===== src/rtl/ooo_pkg.sv =====
// Shared types for the out-of-order core: datapath widths and the reorder-buffer entry layout.
package ooo_pkg;

  localparam int unsigned XLEN       = 32;
  localparam int unsigned REG_ADDR_W = 5;

  typedef struct packed {
    logic                  valid;
    logic                  done;
    logic                  has_dest;
    logic [REG_ADDR_W-1:0] rd;
    logic [XLEN-1:0]       data;
  } rob_entry_t;

endpackage


===== src/rtl/reorder_buffer.sv =====
// In-order commit buffer: allocates in program order, completes by tag, and retires the
// oldest finished entry each cycle onto the architectural register file write port.
module reorder_buffer
  import ooo_pkg::*;
#(
  parameter int unsigned DEPTH = 16,
  parameter int unsigned TAG_W = $clog2(DEPTH)
) (
  input  logic                  clk,
  input  logic                  reset_n,
  input  logic                  alloc_valid,
  output logic                  alloc_ready,
  input  logic                  alloc_has_dest,
  input  logic [REG_ADDR_W-1:0] alloc_rd,
  output logic [TAG_W-1:0]      alloc_tag,
  input  logic                  wb_valid,
  input  logic [TAG_W-1:0]      wb_tag,
  input  logic [XLEN-1:0]       wb_data,
  input  logic [TAG_W-1:0]      query_tag,
  output logic                  query_done,
  output logic [XLEN-1:0]       query_data,
  input  logic                  flush,
  output logic                  commit_valid,
  output logic [TAG_W-1:0]      commit_tag,
  output logic                  reg_write,
  output logic [REG_ADDR_W-1:0] rd,
  output logic [XLEN-1:0]       reg_write_data,
  output logic [TAG_W:0]        count
);

  localparam logic [TAG_W:0] PtrOne = {{TAG_W{1'b0}}, 1'b1};

  rob_entry_t mem_q [DEPTH];
  rob_entry_t mem_d [DEPTH];

  // Pointers carry an extra wrap bit so full and empty are distinguishable.
  logic [TAG_W:0] head_q, head_d;
  logic [TAG_W:0] tail_q, tail_d;

  logic [TAG_W-1:0] head_idx;
  logic [TAG_W-1:0] tail_idx;
  logic             full;
  rob_entry_t       head_e;
  rob_entry_t       query_e;
  logic             alloc_fire;

  assign head_idx   = head_q[TAG_W-1:0];
  assign tail_idx   = tail_q[TAG_W-1:0];
  assign full       = (head_idx == tail_idx) && (head_q[TAG_W] != tail_q[TAG_W]);
  assign head_e     = mem_q[head_idx];
  assign query_e    = mem_q[query_tag];
  assign alloc_fire = alloc_valid && alloc_ready;

  always_comb begin
    alloc_ready = !full;
    alloc_tag   = tail_idx;
    count       = tail_q - head_q;
  end

  // Commit is purely a function of the stored head entry; a writeback landing this cycle
  // is only visible to commit on the following cycle.
  always_comb begin
    commit_valid   = head_e.valid && head_e.done && !flush;
    reg_write      = commit_valid && head_e.has_dest && (head_e.rd != '0);
    commit_tag     = commit_valid ? head_idx : '0;
    rd             = commit_valid ? head_e.rd : '0;
    reg_write_data = commit_valid ? head_e.data : '0;
  end

  always_comb begin
    query_done = 1'b0;
    query_data = '0;
    if (wb_valid && (wb_tag == query_tag)) begin
      query_done = 1'b1;
      query_data = wb_data;
    end else if (query_e.valid && query_e.done) begin
      query_done = 1'b1;
      query_data = query_e.data;
    end
  end

  always_comb begin
    for (int i = 0; i < DEPTH; i++) begin
      mem_d[i] = mem_q[i];
    end
    head_d = head_q;
    tail_d = tail_q;

    if (flush) begin
      for (int i = 0; i < DEPTH; i++) begin
        mem_d[i].valid = 1'b0;
        mem_d[i].done  = 1'b0;
      end
      head_d = '0;
      tail_d = '0;
    end else begin
      if (wb_valid && mem_q[wb_tag].valid) begin
        mem_d[wb_tag].done = 1'b1;
        mem_d[wb_tag].data = wb_data;
      end
      if (commit_valid) begin
        mem_d[head_idx].valid = 1'b0;
        head_d                = head_q + PtrOne;
      end
      // Alloc only fires when not full, so tail never aliases a live head entry here.
      if (alloc_fire) begin
        mem_d[tail_idx].valid    = 1'b1;
        mem_d[tail_idx].done     = 1'b0;
        mem_d[tail_idx].has_dest = alloc_has_dest;
        mem_d[tail_idx].rd       = alloc_rd;
        mem_d[tail_idx].data     = '0;
        tail_d                   = tail_q + PtrOne;
      end
    end
  end

  always_ff @(posedge clk or negedge reset_n) begin
    if (!reset_n) begin
      for (int i = 0; i < DEPTH; i++) begin
        mem_q[i] <= '0;
      end
      head_q <= '0;
      tail_q <= '0;
    end else begin
      for (int i = 0; i < DEPTH; i++) begin
        mem_q[i] <= mem_d[i];
      end
      head_q <= head_d;
      tail_q <= tail_d;
    end
  end

endmodule


===== config.mk =====
export PLATFORM = sky130hd
export DESIGN_NAME = reorder_buffer
export DESIGN_NICKNAME = d
export VERILOG_FILES = /design/src/rtl/ooo_pkg.sv /design/src/rtl/reorder_buffer.sv
export SDC_FILE = /design/constraint.sdc
export NUM_CORES = 2
export LEC_CHECK = 0
export BUFFER_PORTS_ARGS = -buffer_cell sky130_fd_sc_hd__buf_2
export CORE_MARGIN = 2
export CORE_UTILIZATION = 50
export DETAILED_ROUTE_END_ITERATION = 6
export PLACE_DENSITY = 0.71
export SYNTH_ARGS = -nofsm -noshare
export SYNTH_HDL_FRONTEND = slang
export SYNTH_SLANG_ARGS = --single-unit

===== constraint.sdc =====
create_clock -name clk -period 4.8 [get_ports clk]
set_input_delay 0.96 -clock clk [delete_from_list [all_inputs] [get_ports clk]]
set_output_delay 0.96 -clock clk [all_outputs]
set_load 0.05 [all_outputs]

==> results by group <==
Clock network
  – CTS Buf Count: 71
  – # Post-CTS Setup Buffers: 0
  – TritonCTS clock tree: done
  – Reg clk slew, reported paths: 60 ps
  – Sink Count: 650
  – Depth of the CTS H-tree: 3
  – Post-cts sizing count: 0
  – Hold-fix buffers, CTS: 0
  – Maximum clock path buffer count: 3
  – Worst-Skew Late Latency: between 600 and 700 ps
  – Root buffer cell: clkbuf_16

STA
  – Setup Skew: about 38 ps
  – RSZ-0062 raised after global routing: false
  – Fin. Hold Viols: 0
  – Total negative setup slack: 0 ps
  – Min cycle time layout: ~4700 ps
  – Fmax: ~210 MHz
  – Crit share post-route: 0.982
  – Slew margin rel.: 0.200
  – Final Max Slew Viols: 0
  – Final setup violation count: 0
  – Worst-Margin Slew: 1200 ps
  – Worst Hold Slack: ~440 ps
  – Worst setup margin: roughly 85 ps

Critical path
  – Crit-path max cell delay: 590 ps
  – Critical path class: register to output port
  – Required @ worst endpoint: around 3800 ps
  – CP Launch Type: register
  – Crit end category: output port
  – Slowest stage cell, crit path: dfrtp_4
  – R2R Setup Slk: 1120 ps
  – CP Max Fanout: 15
  – Crit path cell chain: inv_2 -> mux4_2 -> a221oi_4 -> o21ai_4 -> nor2b_1 -> buf_2
  – Crit path arrival time: 3760 ps

Yosys
  – Mapped cell area: about 34000 um^2
  – Post-synth ARST share: 1.00
  – Synth Register Bits: 650
  – Synth warnings: 0
  – Post-synthesis cell count: about 2400
  – Synth area leader: dfrtp_1
  – Predominant post-synthesis flop cell: dfrtp_1
  – Share of the synthesized area in the top cell type: 0.475
  – Top-count cell post-synth: dfrtp_1
  – Top cells by count, synth: dfrtp_1, a22o_1, mux4_2
  – Synth Net Count: approximately 2400
  – Post-Syn Area per Cell: about 14 um^2
  – Post-synth EDFFs: 0
  – Area contributors post-synth: dfrtp_1, mux4_2, a22o_1
  – Synth cell types: 69
  – Seq/Total Area, Yosys: 0.475

Route
  – Overall routed net length: 111000 um
  – Initial drt markers: 3277
  – Vias: roughly 24000
  – ANT nets after route: 0
  – DR WL/cell: ~33 um
  – Vias per Instance: around 7.4
  – Pre-antenna DRT Iters: 6
  – Residual DRC: 0

Power
  – Sw Ratio: 0.249
  – Pint: ~9.3 mW
  – Tot Pwr: 12.4 mW
  – Leak: around 17 nW
  – Sequential share of power: 0.456
  – Pwr/cell area: 325 nW/um^2
  – Peak supply drop: between 0.3 and 0.4 mV
  – Net Switching: 3.07 mW
  – Gate power share: 0.082
  – Clock power share: 0.462

Placed design
  – Pre-CTS WS: approximately 450 ps
  – IO Port Bufs: about 140
  – Placer Congestion: approximately 0.87
  – DP Wirelength: ~62000 um

GRT
  – GRT Max-Usage Layer: met2
  – Largest net degree at the start of global routing: 129
  – Number of global-route vias before repair: around 25000
  – Initial antenna violation count: 6
  – Gr usage total: 0.319
  – Met3 usage: 0.0923
  – First-pass GRT wire length: about 170000 um
  – Grt total ovfl: 0
  – Met2 usage: 0.484
  – Met1 usage: 0.425

Final layout
  – Fill cell count: 5307
  – Nets: roughly 2400
  – Final Util: 0.564
  – Share of layout cells above drive strength 1: 0.354
  – Layout area overhead: 11.2%

Floorplanning
  – DIE HEIGHT: approximately 270 um
  – Starting Density: 0.507
  – Core ar.: about 68000 um^2
  – I/O pins: 137
  – Die area: just over 70000 um^2
  – Die Span X: approximately 270 um
  – Rows: 95

Job
  – Max cap viols: 0

Hold path
  – HP Class: input port to asynchronous set/reset pin

Status
  – Outcome: finished clean
[flip-flops by register name (all words and copies together) (netlist names)]
register / cells
mem_q: 640
head_q: 5
tail_q: 5
[area by class of cell]
cell class	count	area, um^2	share of cell area
multi-input combinational	1379	16500	0.433
inverter	56	211	0.00555
sequential	650	16300	0.427
clock inverter	27	332	0.00871
antenna	3	7.51	0.000197
clock buffer	103	2120	0.0556
timing repair buffer	219	1570	0.0412
tap	873	1090	0.0287
[final timing paths]
kind,startpoint,to,cells after the start
max in group asynchronous,reset_n,mem_q[538],2
setup reg to reg,head_q[0],mem_q[52],9
setup / recovery,head_q[1],reg_write_data[27],6
min in group clk,mem_q[557],mem_q[557],2
hold reg to reg,mem_q[557],mem_q[557],2
hold / removal,reset_n,mem_q[380],1
[critical path, delay by kind of cell (launching register included)]
kind | cells | cell delay (ps)
multiplexers | 1 | 580
AND/OR/NAND/NOR | 1 | 430
buffers and inverters | 2 | 550
flip-flops | 1 | 590
AO/OA/AOI/OAI | 2 | 960
[cell usage in the layout, fill, tap and decap left out, types with 6 or more instances in the layout]
cell type,instances
a21o_2,12
o21ai_0,15
a21oi_1,21
o31ai_2,30
a22o_1,503
nor2b_1,41
buf_12,19
a22oi_1,6
and2_1,10
a221oi_1,12
buf_2,132
nor2_1,31
mux4_2,352
mux2_2,91
nand3_1,20
inv_1,54
clkbuf_16,72
clkinv_2,12
a311oi_1,9
nand4_1,7
buf_4,65
nand2_1,105
clkbuf_8,21
and3_1,7
dfrtp_1,647
mux2i_1,12
xnor2_1,8
clkbuf_1,11
ha_1,12
[stage by stage]
step,cells,instance area (um^2)
CTS,3307,38100
detailed placement,3176,35600
global route,3309,38100
global placement,3176,35600
floorplan,2377,34200
finish,3310,38100
[power groups by stage]
stage | combinational [mW] | clock [mW] | sequential (mW)
floorplan | 0.655 | 0 | 5.71
global placement | 0.982 | 0 | 5.72
detailed placement | 1.00 | 0 | 5.73
CTS | 1.01 | 5.77 | 5.64
global route | 1.08 | 6.00 | 5.64
finish | 1.01 | 5.71 | 5.64
[logic make-up (layout without fill, tap and decap cells)]
family,Yosys count,after routing,synth area share
other cells,0,3,0
mux,456,456,0.266
buf+inv,349,405,0.0471
fa+ha+maj,13,13,0.00497
flops,650,650,0.475
simple gates,253,253,0.0379
compound gates,644,645,0.166
xor+xnor,12,12,0.00329
[metal layers]
| layer | share of wire | wire length [um] |
|---|---|---|
| met1 | 0.36 | 40000 |
| met3 | 0.13 | 14300 |
| met5 | 0.00023 | 25 |
| met2 | 0.46 | 50400 |
| met4 | 0.053 | 5890 |
Power figures use the tool's default switching activity.
